`src/rtl/pc_fetch_unit_pkg.sv`:
```
// Shared types and constants for the PC / fetch front end.
// FSM encoding, NOP word, default PC step.
package pc_fetch_unit_pkg;

  typedef enum logic [1:0] {
    S_IDLE = 2'd0,
    S_REQ  = 2'd1,
    S_PARK = 2'd2
  } fetch_state_e;

  localparam logic [31:0] NOP = 32'h0000_0000;

  localparam int unsigned PC_INC_DEF = 4;

endpackage

```
`src/rtl/fetch_park_buf.sv`:
```
// Single-entry holding register for one fetched word and its PC.
// Catches a response that arrives while decode is stalled.
module fetch_park_buf
  import pc_fetch_unit_pkg::*;
(
  input  logic        clk,
  input  logic        rst_n,
  input  logic        load,
  input  logic        drain,
  input  logic        flush,
  input  logic [31:0] in_instr,
  input  logic [31:0] in_pc,
  output logic        vld,
  output logic [31:0] instr,
  output logic [31:0] pc
);

  // Flush beats load, load beats drain.
  always_ff @(posedge clk or negedge rst_n) begin
    if (!rst_n) begin
      vld   <= 1'b0;
      instr <= NOP;
      pc    <= 32'h0;
    end else if (flush) begin
      vld   <= 1'b0;
      instr <= NOP;
    end else if (load) begin
      vld   <= 1'b1;
      instr <= in_instr;
      pc    <= in_pc;
    end else if (drain) begin
      vld   <= 1'b0;
      instr <= NOP;
    end
  end

endmodule

```
`src/rtl/pc_fetch_unit.sv`:
```
// Program counter, imem request port and IF/ID register.
// Handles redirects, stale-response kill and decode stall.
module pc_fetch_unit
  import pc_fetch_unit_pkg::*;
#(
  parameter logic [31:0] RESET_PC = 32'h0000_0000,
  parameter int unsigned PC_INC   = PC_INC_DEF
) (
  input  logic        clk,
  input  logic        rst_n,
  input  logic        pcsel,
  input  logic [31:0] target,
  input  logic        stall,
  output logic        imem_req,
  output logic [31:0] imem_addr,
  input  logic        imem_ack,
  input  logic [31:0] imem_rdata,
  output logic        instr_valid,
  output logic [31:0] instr_out,
  output logic [31:0] pc_out
);

  localparam logic [31:0] INC = 32'(PC_INC);

  fetch_state_e state;
  logic [31:0]  pc;
  logic         kill;

  logic [31:0] pc_nxt;
  logic        park_load;
  logic        park_drain;
  logic        park_vld;
  logic [31:0] park_instr;
  logic [31:0] park_pc;

  assign pc_nxt = pc + INC;

  assign park_load = (state == S_REQ) && imem_ack
                   && !pcsel && !kill
                   && stall && instr_valid;

  assign park_drain = (state == S_PARK)
                    && !pcsel && !stall;

  fetch_park_buf u_park (
    .clk      (clk),
    .rst_n    (rst_n),
    .load     (park_load),
    .drain    (park_drain),
    .flush    (pcsel),
    .in_instr (imem_rdata),
    .in_pc    (imem_addr),
    .vld      (park_vld),
    .instr    (park_instr),
    .pc       (park_pc)
  );

  // Fetch FSM with registered request and IF/ID outputs.
  always_ff @(posedge clk or negedge rst_n) begin
    if (!rst_n) begin
      state       <= S_IDLE;
      pc          <= RESET_PC;
      kill        <= 1'b0;
      imem_req    <= 1'b0;
      imem_addr   <= RESET_PC;
      instr_valid <= 1'b0;
      instr_out   <= NOP;
      pc_out      <= 32'h0;
    end else begin
      unique case (state)
        S_IDLE: begin
          if (pcsel) begin
            pc          <= target;
            imem_addr   <= target;
            imem_req    <= 1'b1;
            state       <= S_REQ;
            instr_valid <= 1'b0;
            instr_out   <= NOP;
          end else if (!stall) begin
            imem_addr   <= pc;
            imem_req    <= 1'b1;
            state       <= S_REQ;
            instr_valid <= 1'b0;
            instr_out   <= NOP;
          end
        end
        S_REQ: begin
          if (pcsel) begin
            pc          <= target;
            instr_valid <= 1'b0;
            instr_out   <= NOP;
            if (imem_ack) begin
              kill      <= 1'b0;
              imem_addr <= target;
            end else begin
              kill      <= 1'b1;
            end
          end else if (imem_ack && kill) begin
            // pc already holds the redirect target
            kill      <= 1'b0;
            imem_addr <= pc;
            if (!stall) begin
              instr_valid <= 1'b0;
              instr_out   <= NOP;
            end
          end else if (park_load) begin
            pc       <= pc_nxt;
            imem_req <= 1'b0;
            state    <= S_PARK;
          end else if (imem_ack) begin
            instr_valid <= 1'b1;
            instr_out   <= imem_rdata;
            pc_out      <= imem_addr;
            pc          <= pc_nxt;
            imem_addr   <= pc_nxt;
          end else if (!stall) begin
            instr_valid <= 1'b0;
            instr_out   <= NOP;
          end
        end
        S_PARK: begin
          if (pcsel) begin
            pc          <= target;
            imem_addr   <= target;
            imem_req    <= 1'b1;
            state       <= S_REQ;
            instr_valid <= 1'b0;
            instr_out   <= NOP;
          end else if (!stall) begin
            instr_valid <= park_vld;
            instr_out   <= park_instr;
            pc_out      <= park_pc;
            imem_addr   <= pc;
            imem_req    <= 1'b1;
            state       <= S_REQ;
          end
        end
        default: begin
          state    <= S_IDLE;
          imem_req <= 1'b0;
        end
      endcase
    end
  end

endmodule

```
`config.mk`:
```
export PLATFORM = sky130hd
export DESIGN_NAME = pc_fetch_unit
export DESIGN_NICKNAME = d
export VERILOG_FILES = /design/src/rtl/pc_fetch_unit_pkg.sv /design/src/rtl/fetch_park_buf.sv /design/src/rtl/pc_fetch_unit.sv
export SDC_FILE = /design/constraint.sdc
export NUM_CORES = 1
export LEC_CHECK = 0
export CELL_PAD_IN_SITES_DETAIL_PLACEMENT = 0
export CELL_PAD_IN_SITES_GLOBAL_PLACEMENT = 1
export CORE_ASPECT_RATIO = 1.4
export CORE_MARGIN = 2
export CORE_UTILIZATION = 44
export DETAILED_ROUTE_END_ITERATION = 8
export PLACE_DENSITY = 0.95
export SLEW_MARGIN = 20
export SYNTH_ARGS = -nofsm -noshare
export SYNTH_HDL_FRONTEND = slang
export SYNTH_SLANG_ARGS = --single-unit
```
`constraint.sdc`:
```
create_clock -name clk -period 5.2 [get_ports clk]
set_clock_uncertainty 0.15 [all_clocks]
set_input_delay 1.04 -clock clk [delete_from_list [all_inputs] [get_ports clk]]
set_output_delay 1.04 -clock clk [all_outputs]
set_load 0.05 [all_outputs]
```
==> results of run 1 <==
-- cells in the mapped netlist (6+ instances only) --
| master | instances |
|---|---|
| ha_1 | 6 |
| a21oi_1 | 81 |
| a2bb2oi_1 | 10 |
| nand2_1 | 226 |
| xnor2_1 | 12 |
| o22ai_1 | 15 |
| and3_1 | 12 |
| dfrtp_1 | 198 |
| and2_1 | 7 |
| nor4_1 | 8 |
| o2bb2ai_1 | 8 |
| buf_2 | 25 |
| o21ai_0 | 58 |
| mux2i_1 | 42 |
| a31oi_1 | 10 |
| nand3_1 | 62 |
| xor2_1 | 7 |
| nor2_1 | 74 |
| inv_1 | 8 |
| nand4_1 | 26 |
| clkbuf_1 | 51 |
| a22oi_1 | 20 |
| a22o_1 | 17 |
| a21o_1 | 17 |
-- registers in the layout, summed over array words and instances (netlist names) --
register and flops:
u_park.vld 1, imem_req 1, kill 1, instr_valid 1
pc 32, u_park.instr 32, pc_out 32, instr_out 32
u_park.pc 32, state 2, imem_addr 32
-- per-stage QoR --
stage,worst slack [ns],utilization [%],cells
2_1_floorplan,2.37,-,1096
3_3_place_gp,1.26,52.6,1492
3_5_place_dp,1.14,52.6,1492
4_1_cts,1.59,55.3,1524
5_1_grt,1.45,55.3,1524
6_report,1.58,55.3,1524
-- how the worst min path moves through the flow --
stage,startpoint,endpoint,slack [ns],depth (start not counted)
2_1_floorplan,u_park.pc[31]$_DFFE_PN0P_,u_park.pc[31]$_DFFE_PN0P_,0.30,2
3_3_place_gp,u_park.pc[13]$_DFFE_PN0P_,u_park.pc[13]$_DFFE_PN0P_,0.31,2
3_5_place_dp,u_park.pc[30]$_DFFE_PN0P_,u_park.pc[30]$_DFFE_PN0P_,0.31,2
4_1_cts,u_park.pc[18]$_DFFE_PN0P_,u_park.pc[18]$_DFFE_PN0P_,0.33,2
5_1_grt,u_park.pc[10]$_DFFE_PN0P_,u_park.pc[10]$_DFFE_PN0P_,0.35,2
6_report,u_park.pc[18]$_DFFE_PN0P_,u_park.pc[18]$_DFFE_PN0P_,0.32,2
-- power by group through the flow --
| stage | Sequential, mW | Clock [mW] | Combinational, mW |
|---|---|---|---|
| 6_report | 2.53 | 1.35 | 3.63 |
| 5_1_grt | 2.59 | 1.44 | 3.88 |
| 4_1_cts | 2.52 | 1.37 | 3.63 |
| 3_5_place_dp | 2.55 | 0 | 3.62 |
| 3_3_place_gp | 2.53 | 0 | 3.56 |
| 2_1_floorplan | 3.28 | 0 | 1.70 |
-- layer usage --
metal | vias up | track usage (%)
met5 | - | 0
met4 | 0 | 9.00
met3 | 49 | 3.53
met2 | 303 | 40.8
met1 | 4259 | 31.1
li1 | 4107 | -
-- worst max-delay path, cell delays in order --
cell,delay (ns)
clkdlybuf4s50_1,0.71
and4bb_1,0.52
nand3_2,0.42
and3_1,0.40
a31o_2,0.44
a21o_1,0.25
-- cell usage in the layout (no fill, tap or decap), types with 4 or more instances in the layout --
master,netlist,final
a22oi_1,20,20
nor4_1,8,8
buf_4,4,16
o22ai_1,15,15
and4_1,5,5
a21oi_1,81,80
nor3_1,5,5
xor2_1,7,7
nor2b_1,4,4
o31ai_1,4,4
nand2_1,226,226
nand3_1,62,62
o21ai_0,58,58
and3_1,12,12
nor2_1,74,72
inv_1,8,8
o31a_1,4,4
a31oi_1,10,10
and2_1,7,7
mux2i_1,42,42
or3_1,4,4
a21o_1,17,17
nand4_1,26,26
nand2b_1,4,4
dfrtp_1,198,198
mux2_2,5,5
inv_6,0,4
xnor2_1,12,12
o22a_1,5,5
o2bb2ai_1,8,8
ha_1,6,5
a2bb2oi_1,10,10
clkbuf_16,0,17
a22o_1,17,17
clkdlybuf4s50_1,0,164
-- cells by family (layout without fill, tap and decap cells) --
family / count (synthesis) / in the layout / share of synthesized area (%)
XOR/XNOR: 19 / 19 / 1.67
AO/OA/AOI/OAI: 278 / 278 / 18.0
adder cells (fa/ha/maj): 6 / 6 / 0.753
multiplexers: 47 / 47 / 4.78
AND/OR/NAND/NOR: 451 / 451 / 20.8
buffers and inverters: 97 / 224 / 4.34
flip-flops: 198 / 198 / 49.7
-- final cells by class --
cell class                 instances  area share [%]
tap                              301            3.04
clock inverter                    13            1.17
timing repair buffer             183            14.6
multi-input combinational        801            37.3
inverter                           9           0.273
sequential                       198            40.0
clock buffer                      19            3.66
==> metrics.csv, run 1 <==
metric,value,unit
outcome,"finished, final reports clean",
worst reg2reg path endpoint,instr_out[26]$_DFFE_PN0P_,
sequential power share,33.7,%
max cap viols,0,
DRC violation count after routing,0,
Syn Nets,1171,
DIE WIDTH,131,um
Reg area,4950,um2
Ports,167,
multi-input logic area,4610,um2
die area,23900,um2
Avg Inst Size Synth,9.10,um2
hold slack,0.324,ns
fin. max-slew vios,0,
reg2reg path depth,7,
WL per Instance,18.6,um
Static Leak,5.43,nW
Overflow after GRT,0,
Logic pwr share,48.3,%
total power,7.51,mW
Worst setup EP type,flip-flop,
Slew headroom,41.6,%
Antenna Nets Post-Route,0,
final setup fails,0,
Critical Path RT,5.37,ns
Post-CTS Hold Buffers,0,
CP Launch Type,input port,
Core ar.,22400,um2
GRT Total Usage,24.0,%
DR vias/cell,5.72,
post-route setup TNS,0,ns
PwrDens,607,nW/um2
clk buf depth,2,
number of distinct library cells after synthesis,66,
register area share after synthesis,49.7,%
DR iter-0 viols,668,
Setup crit start,imem_ack,
vias in the first global route,8409,
cell internal pwr,3.99,mW
Slew @ Worst Pin,0.876,ns
fmax,0.277,GHz
Seq cells post-synth,198,
fillers,2031,
CP max FO,24,
CTS tree,done,
final worst path period need,3.62,ns
Max VDD drop,0.000303,V
Routed WL,28300,um
clock power share,18.0,%
WL met1,11900,um
Via Count,8718,
met2 wire length,14400,um
share of cells above drive strength 1,6.13,%
first-pass GRT wire length,45900,um
clock tree sinks,198,
crit path to,instr_out[26]$_DFFE_PN0P_,
clk slew on worst S/H paths,0.07,ns
Die Height,182,um
Clock Latency Late Sink,0.44,ns
layout net count,1285,
Final period util,69.5,%
port bufs,166,
Reg-to-Reg Start,state[1]$_DFFE_PN0P_,
largest net degree at the start of global routing,111,
Net Switching,3.52,mW
Finished Cell Area,12400,um2
Post-synth EDFFs,0,
Post-CTS Setup Repair Bufs,0,
Gate Count Post-Synth,1096,
Final Hold Viols,0,
cts repair resizes,0,
length of the first detailed-routing pass in iterations,4,
worst path arrival time,3.79,ns
FF-to-FF setup slack,1.90,ns
H-tree lvl count,4,
Root Buffer,clkbuf_16,
top cell type's share of synthesized area,49.7,%
crit path kind,in2reg,
DP Area,11800,um2
"area leader, netlist",dfrtp_1,
yosys warns,0,
"Primary FF master, synth",dfrtp_1,
met3 WL,1390,um
HP Class,reg2reg,
area grow syn2layout,24.0,%
fraction of power spent switching nets,46.9,%
top sig layer,met4,
Site Rows,65,
ranking of synthesized cells by area,"dfrtp_1 50%, nand2_1 8.5%, mux2i_1 4.2%",
RSZ-0062 raised after global routing,no,
Diodes inserted,0,
antenna violations before repair,0,
routability congestion estimate,0.965,
Starting Density,44.6,%
fraction of registers with async set/reset,100,%
CTS Buf Count,17,
DP HPWL,19800,um
Post-Syn Area,9980,um2
(Power assumes the default switching activity.)
==> run 2: changes to the inputs <==
--- a/config.mk
+++ b/config.mk
@@ -9,9 +9,9 @@
 export CELL_PAD_IN_SITES_GLOBAL_PLACEMENT = 1
 export CORE_ASPECT_RATIO = 1.4
 export CORE_MARGIN = 2
-export CORE_UTILIZATION = 44
+export CORE_UTILIZATION = 41
 export DETAILED_ROUTE_END_ITERATION = 8
-export PLACE_DENSITY = 0.95
+export PLACE_DENSITY = 0.92
 export SLEW_MARGIN = 20
 export SYNTH_ARGS = -nofsm -noshare
 export SYNTH_HDL_FRONTEND = slang
==> constraint.sdc (replaced) <==
create_clock -name clk -period 3.8 [get_ports clk]
set_clock_uncertainty 0.15 [all_clocks]
set_input_delay 0.76 -clock clk [delete_from_list [all_inputs] [get_ports clk]]
set_output_delay 0.76 -clock clk [all_outputs]
set_load 0.05 [all_outputs]
==> metrics.csv, run 2 (same netlist as run 1, synthesis figures left out) <==
metric,value,unit,change
hold slack,0.207,ns,-0.118 ns
CP max FO,24,,unchanged
Static Leak,5.46,nW,+0.62%
Site Rows,67,,+3.1%
fillers,2222,,+9.4%
dpl cells,1510,,+1.2%
fmax,0.327,GHz,
pre-CTS setup slack,0.333,ns,-0.807 ns
DRC violation count after routing,0,,unchanged
final setup fails,0,,unchanged
GR Util met2,37.6,%,-3.2 points
CTS tree,done,,
GRT Total Usage,22.8,%,-1.2 points
Via Count,8837,,+1.4%
port bufs,166,,unchanged
Root Buffer,clkbuf_16,,
GR Layer Usage met3,3.23,%,-0.30 points
Core ar.,23900,um2,+6.8%
share of cells above drive strength 1,6.57,%,+0.44 points
post-route setup TNS,0,ns,unchanged
DR vias/cell,5.73,,+0.18%
Worst setup EP type,flip-flop,,
DIE WIDTH,136,um,+3.5%
DR iter-0 viols,647,,-3.1%
RSZ-0062 raised after global routing,no,,
clk slew on worst S/H paths,0.07,ns,about the same
antenna violations before repair,0,,unchanged
Slew headroom,38.7,%,-2.9 points
cts repair resizes,0,,unchanged
Final Hold Viols,0,,unchanged
slowest cell delay on critical path,0.72,ns,about the same
routability congestion estimate,0.867,,-10%
Post-CTS Setup Repair Bufs,0,,unchanged
die area,25600,um2,+7.1%
Ports,167,,unchanged
Slew @ Worst Pin,0.911,ns,+0.0354 ns
outcome,"finished, final reports clean",,
largest net degree at the start of global routing,79,,-29%
fin. max-slew vios,0,,unchanged
slowest library cell on the worst path,nor4_1,,
crit path kind,in2reg,,
max cap viols,0,,unchanged
Non-Filler Instances,1542,,+1.2%
Post-CTS Hold Buffers,0,,unchanged
Die Height,189,um,+3.5%
Routed WL,28700,um,+1.3%
crit-path cells,clkdlybuf4s50_1 -> nor2b_1 -> nor4_1 -> a31o_2 -> o2bb2ai_1,,
Antenna Nets Post-Route,0,,unchanged
vias in the first global route,8410,,+0.012%
DP HPWL,20100,um,+1.9%
Critical Path RT,4.00,ns,-1.37 ns
Final period util,80.4,%,
Top Usage Layer GRT,met2,,
worst path arrival time,3.26,ns,-0.53 ns
Starting Density,41.8,%,-2.8 points
HP Class,in2async,,
CP Launch Type,input port,,
layout net count,1294,,+0.70%
final worst path period need,3.05,ns,
met1 Use GR,30.1,%,-1.0 points
most frequent cells in the layout,"226 x nand2_1, 198 x dfrtp_1, 164 x clkdlybuf4s50_1",,
clk buf depth,2,,unchanged
"commonest non-fill, non-tap cell in the layout",nand2_1,,
Clock Latency Late Sink,0.44,ns,about the same
PwrDens,829,nW/um2,+37%
final worst slack,0.746,ns,-0.838 ns
Max VDD drop,0.000447,V,+48%
WL per Instance,18.6,um,+0.11%
first-pass GRT wire length,45800,um,-0.23%
area grow syn2layout,24.7,%,
Overflow after GRT,0,,unchanged
length of the first detailed-routing pass in iterations,5,,+1
clock tree sinks,198,,unchanged
CTS Buf Count,17,,unchanged
Diodes inserted,0,,unchanged
H-tree lvl count,4,,unchanged
Final Util,52.1,%,-3.3 points
run 2: cell types whose count changed in the layout (fill, tap and decap cells not counted), sizes merged:
cell	before	now
clkbuf	20	23
inv	14	11
buf	18	27
run 2: power by group:
group | total (mW) | leakage, nW | internal (mW) | switching (mW)
registers | 3.48 | 2.51 | 2.72 | 0.764
clock network | 1.83 | 0.281 | 1.01 | 0.821
logic | 5.00 | 2.67 | 1.75 | 3.25
run 2: final cells by class:
| cell class | count | area [um2] | area share (%) |
|---|---|---|---|
| Multi-Input combinational cell | 801 | 4610 | 37.1 |
| Sequential cell | 198 | 4950 | 39.8 |
| Timing Repair Buffer | 192 | 1870 | 15.0 |
| Tap cell | 310 | 388 | 3.12 |
| Clock inverter | 10 | 120 | 0.966 |
| Inverter | 9 | 33.8 | 0.272 |
| Clock buffer | 22 | 464 | 3.73 |
run 2: worst max-delay path: cells and delay by family:
kind | cells | cell delay (ns)
AO/OA/AOI/OAI | 2 | 0.81
buffers and inverters | 1 | 0.64
AND/OR/NAND/NOR | 2 | 1.04
run 2: worst paths after layout:
kind / startpoint / to / slack [ns] / cells past startpoint
min in group clk: instr_out[6]$_DFFE_PN0P_ / instr_out[6]$_DFFE_PN0P_ / 0.33 / 1
max in group asynchronous: rst_n / u_park.instr[20]$_DFFE_PN0P_ / 2.33 / 2
max: imem_ack / instr_out[22]$_DFFE_PN0P_ / 0.75 / 5
min: rst_n / imem_addr[3]$_DFFE_PN0P_ / 0.21 / 1
max reg2reg: state[1]$_DFFE_PN0P_ / instr_out[22]$_DFFE_PN0P_ / 0.78 / 6
min reg2reg: instr_out[6]$_DFFE_PN0P_ / instr_out[6]$_DFFE_PN0P_ / 0.33 / 1
run 2: metrics by stage:
step	area [um2]	total power [mW]
floorplan	9980	6.82
global placement	11900	8.39
detailed placement	11900	8.49
CTS	12400	10.3
global route	12400	10.9
finish	12400	10.3
run 2: layer usage:
metal / up-vias / wire length [um]
li1: 4136 / -
met1: 4313 / 12200
met3: 54 / 1600
met4: 0 / 823
met2: 334 / 14100
met5: - / 0
==> run 3: changes to the inputs <==
==> constraint.sdc (replaced) <==
create_clock -name clk -period 3 [get_ports clk]
set_clock_uncertainty 0.15 [all_clocks]
set_input_delay 0.6 -clock clk [delete_from_list [all_inputs] [get_ports clk]]
set_output_delay 0.6 -clock clk [all_outputs]
set_load 0.05 [all_outputs]
==> metrics.csv, run 3 (same netlist as run 1, synthesis figures left out) <==
metric,value,unit,change
Post-CTS Setup Repair Bufs,0,,unchanged
layout net count,1316,,+1.7%
Starting Density,41.8,%,unchanged
Routed WL,28900,um,+0.71%
met2 wire length,14300,um,+1.6%
DR vias/cell,5.71,,-0.43%
Clock Latency Late Sink,0.44,ns,about the same
WL met1,12200,um,-0.14%
max cap viols,0,,unchanged
CTS Buf Count,17,,unchanged
HP Class,reg2reg,,
FF-to-FF setup slack,0.41,ns,-0.37 ns
GRT Total Usage,22.9,%,+0.17 points
Site Rows,67,,unchanged
CP max FO,19,,-21%
DR iter-0 viols,630,,-2.6%
clock tree sinks,198,,unchanged
Max VDD drop,0.000521,V,+16%
clk slew on worst S/H paths,0.07,ns,about the same
Diodes inserted,0,,unchanged
RSZ-0062 raised after global routing,no,,
outcome,"finished, final reports clean",,
dpl cells,1531,,+1.4%
Slew @ Worst Pin,0.779,ns,-0.132 ns
fmax,0.386,GHz,
fin. max-slew vios,0,,unchanged
worst path arrival time,2.81,ns,-0.45 ns
antenna violations before repair,0,,unchanged
Ports,167,,unchanged
H-tree lvl count,4,,unchanged
post-route setup TNS,0,ns,unchanged
hold path endpoint,u_park.pc[15]$_DFFE_PN0P_,,
worst reg2reg path endpoint,instr_out[12]$_DFFE_PN0P_,,
Via Count,8913,,+0.86%
cts repair resizes,0,,unchanged
clk buf depth,2,,unchanged
share of cells above drive strength 1,8.15,%,+1.6 points
Overflow after GRT,0,,unchanged
length of the first detailed-routing pass in iterations,7,,+2
top sig layer,met4,,
WL per Instance,18.5,um,-0.58%
DRC violation count after routing,0,,unchanged
final worst path period need,2.59,ns,
die area,25600,um2,unchanged
routability congestion estimate,0.972,,+12%
area grow syn2layout,27.1,%,
final setup fails,0,,unchanged
Static Leak,5.59,nW,+2.3%
Final period util,86.3,%,
total power,13.3,mW,+29%
most frequent cells in the layout,"226 x nand2_1, 198 x dfrtp_1, 164 x clkdlybuf4s50_1",,
Slew headroom,48.0,%,+9.4 points
Die Height,189,um,unchanged
Critical Path RT,3.22,ns,-0.78 ns
"commonest non-fill, non-tap cell in the layout",nand2_1,,
met3 WL,1430,um,-10%
Reg-to-Reg Start,state[0]$_DFFE_PN0P_,,
port bufs,166,,unchanged
Post-CTS Hold Buffers,1,,+1
vias in the first global route,8599,,+2.2%
Hold Crit Depth,2,,
first-pass GRT wire length,46400,um,+1.4%
CP Launch Type,flip-flop,,
reg2reg path depth,7,,+1
CTS tree,done,,
Core ar.,23900,um2,unchanged
Antenna Nets Post-Route,0,,unchanged
DP HPWL,20700,um,+3.0%
hold path startpoint,u_park.pc[15]$_DFFE_PN0P_,,
crit path kind,reg2reg,,
DIE WIDTH,136,um,unchanged
Worst setup EP type,flip-flop,,
Root Buffer,clkbuf_16,,
Final Hold Viols,0,,unchanged
PwrDens,1050,nW/um2,+26%
largest net degree at the start of global routing,65,,-18%
Non-Filler Instances,1562,,+1.3%
## run 3: cell types whose count changed in the layout (fill, tap and decap cells not counted), sizes merged
cell,before,now
inv,11,12
clkinvlp,2,3
clkbuf,23,21
clkinv,4,2
dlygate4sd3,0,1
buf,27,48
## run 3: how the worst max path moves through the flow
stage	startpoint	slack (ns)	to
floorplan	state[1]$_DFFE_PN0P_	0.56	instr_out[13]$_DFFE_PN0P_
global placement	stall	0.25	imem_addr[31]$_DFFE_PN0P_
detailed placement	stall	0.21	imem_addr[31]$_DFFE_PN0P_
CTS	state[0]$_DFFE_PN0P_	0.40	instr_out[6]$_DFFE_PN0P_
global route	pc[7]$_DFFE_PN0P_	0.24	imem_addr[23]$_DFFE_PN0P_
finish	state[0]$_DFFE_PN0P_	0.41	instr_out[12]$_DFFE_PN0P_
## run 3: layout make-up
| type | count | area, um2 |
|---|---|---|
| fill | 2230 | 11200 |
| sequential | 198 | 4950 |
| multi-input combinational | 801 | 4610 |
| timing repair buffer | 214 | 2110 |
| clock buffer | 20 | 457 |
| tap | 310 | 388 |
| clock inverter | 10 | 123 |
| inverter | 9 | 33.8 |
## run 3: per-layer routing
layer  up-vias  GRT usage [%]
met5         -              0
met4         0           9.25
met3        66           3.36
met2       298           38.3
met1      4369           29.8
li1       4180              -
## run 3: power by group
group	switching (mW)	leakage (nW)	total, mW	internal, mW
clock network	1.03	0.275	2.31	1.27
registers	0.965	2.51	4.41	3.44
logic	4.15	2.80	6.54	2.39
total	6.15	5.59	13.3	7.11
## run 3: worst max-delay path, stage by stage, from the launching register on
cell and delay, ns:
dfrtp_1 0.46, inv_1 0.13, ha_2 0.36, nor2b_1 0.24, and3_1 0.20, and2_1 0.64
a22o_1 0.26, a21o_1 0.09
## run 3: through the flow
step | area (um2) | util (%) | hold slack, ns | worst slack [ns]
finish | 12700 | 53.1 | 0.326 | 0.410
global route | 12700 | 53.1 | 0.347 | 0.239
CTS | 12700 | 53.1 | 0.329 | 0.402
detailed placement | 12100 | 50.6 | 0.313 | 0.205
global placement | 12100 | 50.6 | 0.307 | 0.248
floorplan | 9980 | - | 0.154 | 0.564
